### src/rtl/sat_alu16_if.sv
// Operand/result bundle for the sat_alu16 execute-stage ALU.
// The master drives operands and the opcode; the slave (the ALU)
// returns the registered result and flags.
interface sat_alu16_if;
    logic [15:0] A;
    logic [15:0] B;
    logic [2:0]  opcode;
    logic [15:0] result;
    logic        flag_z;
    logic        flag_v;
    logic        flag_n;

    modport master (
        output A, B, opcode,
        input  result, flag_z, flag_v, flag_n
    );

    modport slave (
        input  A, B, opcode,
        output result, flag_z, flag_v, flag_n
    );
endinterface

### src/rtl/sat_alu16.sv
// 16-bit execute-stage ALU: saturating add/sub, XOR, byte reduction,
// shifts/rotate and nibble-wise saturating add. The result and flags are
// computed combinationally and registered on the rising edge of clk.
module sat_alu16 #(
    parameter int WIDTH = 16
) (
    input  logic        clk,
    input  logic        rst,
    sat_alu16_if.slave  bus
);

    typedef enum logic [2:0] {
        OP_ADD    = 3'b000,
        OP_SUB    = 3'b001,
        OP_XOR    = 3'b010,
        OP_RED    = 3'b011,
        OP_SLL    = 3'b100,
        OP_SRA    = 3'b101,
        OP_ROR    = 3'b110,
        OP_PADDSB = 3'b111
    } op_e;

    op_e         op;
    logic [3:0]  amt;
    logic [15:0] add_sum;
    logic [15:0] sub_diff;
    logic        add_ovf;
    logic        sub_ovf;
    logic [9:0]  red_sum;
    logic [15:0] ror_res;
    logic [15:0] paddsb_res;

    logic [15:0] result_d, result_q;
    logic        flag_z_d, flag_z_q;
    logic        flag_v_d, flag_v_q;
    logic        flag_n_d, flag_n_q;

    assign op  = op_e'(bus.opcode);
    // Only the low four bits of B set the shift/rotate distance.
    assign amt = bus.B[3:0];

    // Signed overflow: operands agree in sign (add) or differ (sub) and the
    // wrapped result's sign disagrees with A.
    assign add_sum  = bus.A + bus.B;
    assign sub_diff = bus.A - bus.B;
    assign add_ovf  = (bus.A[15] == bus.B[15]) && (add_sum[15]  != bus.A[15]);
    assign sub_ovf  = (bus.A[15] != bus.B[15]) && (sub_diff[15] != bus.A[15]);

    // Four bytes of at most 0xFF sum to at most 0x3FC, so 10 bits suffice.
    assign red_sum = {2'b00, bus.A[15:8]} + {2'b00, bus.A[7:0]}
                   + {2'b00, bus.B[15:8]} + {2'b00, bus.B[7:0]};

    // A left shift by 16 (amt == 0) yields zero, so rotate-by-0 returns A.
    assign ror_res = (bus.A >> amt) | (bus.A << (5'd16 - {1'b0, amt}));

    // Nibble lanes add independently; each clamps to 0x7/0x8 on overflow.
    always_comb begin
        logic [3:0] lane_a;
        logic [3:0] lane_b;
        logic [3:0] lane_s;
        // NOTE: every combinational output gets a default first so no path
        // leaves it unassigned, which would infer a latch.
        paddsb_res = '0;
        lane_a     = '0;
        lane_b     = '0;
        lane_s     = '0;
        for (int i = 0; i < 4; i++) begin
            lane_a = bus.A[i*4 +: 4];
            lane_b = bus.B[i*4 +: 4];
            lane_s = lane_a + lane_b;
            if ((lane_a[3] == lane_b[3]) && (lane_s[3] != lane_a[3])) begin
                lane_s = lane_a[3] ? 4'h8 : 4'h7;
            end
            paddsb_res[i*4 +: 4] = lane_s;
        end
    end

    // Select the next result; V/N change only on ADD/SUB, Z on every op.
    always_comb begin
        // NOTE: combinational logic uses blocking '=' so later statements see
        // earlier values within the same evaluation.
        result_d = '0;
        flag_v_d = flag_v_q;
        flag_n_d = flag_n_q;
        unique case (op)
            OP_ADD: begin
                result_d = add_ovf ? (bus.A[15] ? 16'h8000 : 16'h7FFF) : add_sum;
                flag_v_d = add_ovf;
                flag_n_d = result_d[15];
            end
            OP_SUB: begin
                result_d = sub_ovf ? (bus.A[15] ? 16'h8000 : 16'h7FFF) : sub_diff;
                flag_v_d = sub_ovf;
                flag_n_d = result_d[15];
            end
            OP_XOR:    result_d = bus.A ^ bus.B;
            OP_RED:    result_d = {6'b000000, red_sum};
            OP_SLL:    result_d = bus.A << amt;
            OP_SRA:    result_d = 16'($signed(bus.A) >>> amt);
            OP_ROR:    result_d = ror_res;
            OP_PADDSB: result_d = paddsb_res;
            default:   result_d = '0;
        endcase
        flag_z_d = (result_d == 16'h0000);
    end

    // Output register with synchronous reset taking priority over any op.
    always_ff @(posedge clk) begin
        // NOTE: sequential state uses non-blocking '<=' so all registers
        // update together from values sampled at the same edge.
        if (rst) begin
            result_q <= '0;
            flag_z_q <= 1'b0;
            flag_v_q <= 1'b0;
            flag_n_q <= 1'b0;
        end else begin
            result_q <= result_d;
            flag_z_q <= flag_z_d;
            flag_v_q <= flag_v_d;
            flag_n_q <= flag_n_d;
        end
    end

    assign bus.result = result_q;
    assign bus.flag_z = flag_z_q;
    assign bus.flag_v = flag_v_q;
    assign bus.flag_n = flag_n_q;

endmodule

### src/flat_wrapper.sv
// flat-port wrapper written by rule: the top's interface ports become plain ports
module sat_alu16_flat 
#(
    parameter int WIDTH = 16
)
  (clk, rst, bus_A, bus_B, bus_opcode, bus_result, bus_flag_z, bus_flag_v, bus_flag_n);
  sat_alu16_if bus_i ();
  input  logic clk;
  input  logic rst;
  input wire logic [$bits(bus_i.A)-1:0] bus_A;
  input wire logic [$bits(bus_i.B)-1:0] bus_B;
  input wire logic [$bits(bus_i.opcode)-1:0] bus_opcode;
  output wire logic [$bits(bus_i.result)-1:0] bus_result;
  output wire logic [$bits(bus_i.flag_z)-1:0] bus_flag_z;
  output wire logic [$bits(bus_i.flag_v)-1:0] bus_flag_v;
  output wire logic [$bits(bus_i.flag_n)-1:0] bus_flag_n;
  assign bus_i.A = bus_A;
  assign bus_i.B = bus_B;
  assign bus_i.opcode = bus_opcode;
  assign bus_result = bus_i.result;
  assign bus_flag_z = bus_i.flag_z;
  assign bus_flag_v = bus_i.flag_v;
  assign bus_flag_n = bus_i.flag_n;
  sat_alu16 #(.WIDTH(WIDTH)) u_core (.clk(clk), .rst(rst), .bus(bus_i));
endmodule
### config.mk
export PLATFORM = sky130hd
export DESIGN_NAME = sat_alu16_flat
export DESIGN_NICKNAME = d
export VERILOG_FILES = /design/src/rtl/sat_alu16_if.sv /design/src/rtl/sat_alu16.sv /design/src/flat_wrapper.sv
export SDC_FILE = /design/constraint.sdc
export NUM_CORES = 1
export LEC_CHECK = 0
export CORE_MARGIN = 4
export CORE_UTILIZATION = 55
export CTS_CLUSTER_SIZE = 14
export DETAILED_ROUTE_END_ITERATION = 6
export HOLD_SLACK_MARGIN = 0.15
export PLACE_DENSITY = 0.76
export REMOVE_ABC_BUFFERS = 1
export SYNTH_ARGS = -nofsm -noshare
export SYNTH_HDL_FRONTEND = slang
export SYNTH_SLANG_ARGS = --single-unit
### constraint.sdc
create_clock -name clk -period 8.1 [get_ports clk]
set_clock_uncertainty 0.1 [all_clocks]
set_input_delay 1.62 -clock clk [delete_from_list [all_inputs] [get_ports clk]]
set_output_delay 1.62 -clock clk [all_outputs]
set_load 0.03 [all_outputs]
# Word level (Yosys, flattened, before mapping)
# Cells that the tools add are included.
[op_classes]
addsub = 10
multipliers = 0
n_div = 0
n_lt_le_gt_ge = 0
eq_ne = 18
shifts = 4
n_mux = 14
bitwise_logic = 2
n_reduce_logical = 9
[op_table]
columns = ["operator", "count"]
rows = [
  ["case mux 16 bit (8 select lines)", 1],
  ["two-way mux 16 bit", 3],
  ["two-way mux 4 bit", 8],
  ["adder 10 x 8 -> 10 bit", 2],
  ["adder 16 bit", 1],
  ["adder 4 bit", 4],
  ["logical NOT 16 bit", 1],
  ["OR 16 bit", 1],
  ["<< shifter 16 x 4 -> 16 bit", 1],
  ["<< shifter 16 x 5 -> 16 bit", 1],
  [">> shifter 16 x 4 -> 16 bit", 1],
  [">>> shifter 16 x 4 -> 16 bit", 1],
  ["subtractor 16 bit", 1],
  ["bitwise XOR 16 bit", 1],
  ["== test 3 bit (second input constant)", 4],
  ["adder 8 x 8 -> 9 bit", 1],
  ["!= test 1 bit", 7],
  ["== test 3 x 2 -> 1 bit (second input constant)", 2],
  ["logical AND 1 bit", 6],
  ["subtractor 5 x 4 -> 5 bit (first input constant)", 1],
  ["== test 1 bit", 4],
  ["case mux 1 bit (2 select lines)", 2],
  ["== test 3 x 1 -> 1 bit (second input constant)", 1],
  ["logical NOT 3 bit", 1],
  ["nonzero test 2 bit", 1],
]
[word_totals]
reg_bits = 19
latchBits = 0
ramBits = 0
rom_bits = 0
inputBits = 37
word_cells = 61
n_memories = 0

# Depth between registers and ports, before layout
# Gate-level depths: netlist (run 1).
[logic_depth]
depth_word = 6
depth_mapped = 23
ltp_nobuf = 21

# Worst setup path after synthesis (run 1)
# OpenSTA, ideal clock, no wires.
[synth_path]
path_kind = "in2reg"
startpoint = "in bus_B[1]"
endpoint = "reg u_core.flag_z_q, in the netlist u_core.bus.flag_z"
t_arrival_ps = 6949
path_slack_ps = 963
cell_stages = 22
path_cell_list = "buf_2 -> buf_2 -> inv_1 -> buf_1 -> ha_1 -> nor2b_1 -> o311a_1 -> o2111a_1 -> nor3_1 -> nor3_1 -> a21o_1 -> a21oi_1 -> fa_1 -> and3b_1 -> nor2_1 -> o21ai_1 -> nor2_1 -> o211ai_1 -> o32a_1 -> or4_1 -> or4b_4 -> nor4b_2"
[synth_between]
elab_chain_len = 6
elab_cells_between_ends = 22
cone_classes = "5 x add/sub; 3 x eq/ne; 4 x shift; 4 x mux; 2 x bitwise; 4 x reduce/logical"
[synth_rtl]
columns = ["item", "line", "source"]
rows = [
  ["start, declared", "flat_wrapper.sv:11", "input wire logic [$bits(bus_i.B)-1:0] bus_B;"],
  ["branches (longest 4 deep; another with subtractor 5 x 4 -> 5 bit)", "-", ""],
  ["case mux 16 bit (8 select lines) *", "sat_alu16.sv:85", "unique case (op)"],
  ["logical NOT 16 bit *", "sat_alu16.sv:104", "flag_z_d = (result_d == 16'h0000);"],
  ["end signal, assigned", "sat_alu16.sv:118", "flag_z_q <= flag_z_d;"],
  ["end, declared", "sat_alu16.sv:34", "logic flag_z_d, flag_z_q;"],
]
# Every way passes the cells marked *.
# A chain may end at the register's enable or synchronous reset.

# Worst setup path in the final report (run 1)
[layout_path]
startpoint = "in bus_A[1]"
endpoint = "reg u_core.flag_z_q, in the netlist u_core.bus.flag_z"
[layout_between]
elab_chain_len = 6
elab_cells_between_ends = 23
cone_classes = "6 x add/sub; 3 x eq/ne; 4 x shift; 4 x mux; 2 x bitwise; 4 x reduce/logical"
[layout_rtl]
columns = ["item", "line", "source"]
rows = [
  ["start, declared", "flat_wrapper.sv:10", "input wire logic [$bits(bus_i.A)-1:0] bus_A;"],
  ["branches (longest 4 deep; another with adder 10 x 8 -> 10 bit)", "-", ""],
  ["case mux 16 bit (8 select lines) *", "sat_alu16.sv:85", ""],
  ["logical NOT 16 bit *", "sat_alu16.sv:104", ""],
]
# Marks and branches as above.

==> impl_metrics.sql, run 1 <==
INSERT INTO impl_metrics (metric_group, metric, value, unit) VALUES
('run_status', 'run_status', 'finished, violations left', ''),
('run_status', 'violations', 'design-rule violations', ''),
('worst_setup_path', 'worstPathMaxFanout', '13', ''),
('grt', 'grt_pass1_vias', '7360', ''),
('cts', 'maximum_level_of_the_cts_h_tree', '1', ''),
('place', 'port_buffers', '55', ''),
('grt', 'grt_overflow_total', '0', ''),
('cts', 'cts-hold-fix-buffers', '0', ''),
('synthesis', 'total_of_flip_flops_plus_latches_after_synthesis', '19', ''),
('synthesis', 'synth_top_cells_by_area', 'ha_1 9.1%, mux4_2 8.2%, mux2i_1 5.9%, dfxtp_1 5.8%, fa_1 4.8%', ''),
('cts', 'clock-root-buffer', 'clkbuf_16', ''),
('timing', 'fmax', '136', 'MHz'),
('synthesis', 'asyncSetResetFlopFracSynth', '0', '%'),
('synthesis', 'synthDominantAreaCellType', 'ha_1', ''),
('timing', 'final_report_setup_violation_count', '0', ''),
('place', 'dp_worst_setup_slack', '0.652', 'ns'),
('grt', 'gr-usage-all-layers', '40.6', '%'),
('cts', 'tritoncts.num_buffers', '3', ''),
('worst_setup_path', 'reg_to_reg_critical_path_startpoint', 'u_core.bus.flag_v', ''),
('grt', 'grt_first_pass_wirelength', '44400', 'µm'),
('routing', 'wl_per_cell', '27.9', 'µm'),
('synthesis', 'synth-edff-count', '0', ''),
('floorplanning', 'die_w', '118', 'µm'),
('timing', 'max_slew_violation_count', '0', ''),
('worst_setup_path', 'critical_path.endpoint_type', 'flop', ''),
('grt', 'grt_max_degree', '56', ''),
('floorplanning', 'die_area', '13800', 'µm²'),
('worst_hold_path', 'hold_class', 'reg2reg', ''),
('timing', 'period_needed', '7.33', 'ns'),
('cts', 'post_cts.resized_instances', '0', ''),
('routing', 'drcViolationCount', '11', ''),
('cells_and_area', 'final.fill_count', '1090', ''),
('worst_setup_path', 'crit-reg2reg-capture', 'u_core.bus.flag_v', ''),
('cells_and_area', 'n_antenna_cell', '0', ''),
('synthesis', 'syn-mean-instance-area', '7.33', 'µm²'),
('routing', 'drt_first_pass_iters', '7', ''),
('timing', 'finalHoldViolCount', '0', ''),
('synthesis', 'synth_top_area_share', '9.08', '%'),
('synthesis', 'yosysWarningCount', '0', ''),
('cts', 'buffers_inserted_during_post_cts_setup_optimization', '0', ''),
('cells_and_area', 'syn_to_final_growth', '11.4', '%'),
('worst_hold_path', 'hold-path-endpoint', 'u_core.bus.flag_v', ''),
('synthesis', 'synth_area', '6610', 'µm²'),
('worst_setup_path', 'required_time_reported_for_the_critical_path_endpoint', '8.16', 'ns'),
('routing', 'route.detailed.vias_per_inst', '7.55', ''),
('place', 'post-dp-hpwl', '23200', 'µm'),
('worst_hold_path', 'number_of_cells_on_the_worst_hold_path', '2', ''),
('place', 'post-place-cells', '1063', ''),
('routing', 'via_count', '8060', ''),
('routing', 'detail-route-antenna-nets', '0', ''),
('routing', 'detailedRoute.firstIterationViolations', '1602', ''),
('timing', 'rsz_0062_raised_after_global_routing', 'no', ''),
('grt', 'number_of_antenna_violations_at_the_first_check_in_global_routing', '1', ''),
('cts', 'cts_tree', 'built', ''),
('floorplanning', 'core_region_area', '11600', 'µm²'),
('pwr', 'power.static_leakage', '0.00297', 'µW'),
('place', 'routabilityCongestion', '1.08', ''),
('timing', 'tightestPinTransition', '0.975', 'ns'),
('timing', 'worst_slack', '0.772', 'ns'),
('worst_setup_path', 'setup.worst_path.class', 'in2reg', ''),
('worst_setup_path', 'worstRegToRegCells', '2', ''),
('cts', 'insertion_delay', '0.25', 'ns'),
('floorplanning', 'boundaryPins', '56', ''),
('cts', 'cts_max_path_buffers', '2', ''),
('floorplanning', 'start_util', '56.9', '%'),
('timing', 'fin_setup_tns', '0', 'ns'),
('worst_hold_path', 'hold_start', 'u_core.bus.flag_v', ''),
('cells_and_area', 'finalNetCount', '1026', ''),
('cts', 'cts.sink_count', '19', ''),
('worst_setup_path', 'crit_arrival', '7.39', 'ns'),
('cells_and_area', 'layout.cells.non_filler', '1067', '');
-- synth_stat cells, types with 14 or more instances --
cell type   n
nand2b_1   22
buf_2      14
ha_1       48
mux2i_1    39
clkbuf_1   46
mux4_2     24
a31oi_1    15
a21oi_1    61
o21ai_0    46
fa_1       16
nor2b_1    18
nand3_1    23
xnor2_1    22
inv_1      59
dfxtp_1    19
o22ai_1    16
a211oi_1   16
nand2_1    54
nor3_1     28
nor2_1     85
-- registers in the layout, indices dropped and copies added, names as in the netlist --
| register | flops |
|---|---|
| u_core.bus.flag_z | 1 |
| u_core.bus.flag_n | 1 |
| u_core.bus.result | 16 |
| u_core.bus.flag_v | 1 |
-- power breakdown --
part           switching, µW  leakage (µW)  internal [µW]
Sequential              2.87      0.000157            105
Combinational            428       0.00277            269
Clock                   33.4     0.0000382           66.9
Total                    464       0.00297            441
-- layout make-up --
type                            count  area [µm²]  area share (%)
Sequential cell                    19         380            5.16
Clock buffer                        4        78.8            1.07
Multi-Input combinational cell    749        5700            77.3
Inverter                           62         233            3.16
Tap cell                          143         179            2.43
Timing Repair Buffer               90         798            10.8
-- routing by layer --
metal,wire length (µm),up-vias,global-route usage (%)
met2,12400,741,60.7
met3,4310,154,9.85
met5,13,-,0
li1,-,3413,-
met4,2010,2,20.1
met1,11100,3750,54.5
-- through the flow --
stage	utilization [%]	instance area (µm²)	power (µW)	hold slack (ns)
after detailed placement	62.7	7290	774	0.394
after floorplan	-	6310	530	0.514
after global routing	63.4	7370	947	0.452
after global placement	62.7	7290	759	0.397
after CTS	63.4	7370	875	0.401
final	63.4	7370	905	0.403
-- worst max-delay path, cell delays in order --
cell and delay [ns]:
clkdlybuf4s50_1 0.79, ha_1 0.36, nor2b_1 0.17, o311a_1 0.34, o2111a_1 0.33, nor3_1 0.25, nor3_1 0.13, a21o_1 0.19
a21oi_1 0.17, fa_1 0.47, and3b_1 0.23, or2_2 0.37, o21ai_0 0.26, o221a_2 0.23, a32oi_1 0.18, or4_1 0.47
or4b_4 0.55, nor4b_2 0.28
-- worst max-delay path by stage --
stage / start / to / slack, ns / depth (start not counted)
floorplan: bus_B[2] / u_core.bus.flag_z / 1.33 / 19
global placement: bus_B[6] / u_core.bus.flag_z / 0.67 / 19
detailed placement: bus_A[1] / u_core.bus.flag_z / 0.65 / 21
CTS: bus_A[1] / u_core.bus.flag_z / 0.90 / 21
global route: bus_A[1] / u_core.bus.flag_z / 0.62 / 21
finish: bus_A[1] / u_core.bus.flag_z / 0.77 / 18
-- placed cells by master, fill, tap and decap left out, types with 18 or more instances in the layout --
cell type        instances
dfxtp_1                 19
nor3_1                  28
nor2_1                  85
inv_1                   59
nand3_1                 23
ha_1                    48
nand2b_1                22
nor2b_1                 18
mux4_2                  24
buf_4                   35
o21ai_0                 46
nand2_1                 54
xnor2_1                 22
clkdlybuf4s50_1         52
mux2i_1                 39
a21oi_1                 61
-- kinds of logic after synthesis --
family / share of synthesized area (%)
mux: 16.1
flops: 5.75
xor+xnor: 4.11
buf+inv: 8.10
simple gates: 23.0
fa+ha+maj: 14.1
compound gates: 28.8
Note: power is estimated with default switching activity, not from simulation.
==> inputs of run 2 (changes only) <==
- CTS_CLUSTER_SIZE: 14 -> default
==> results of run 2 <==
No change in the layout: final DEF, timing and power equal those of run 1.
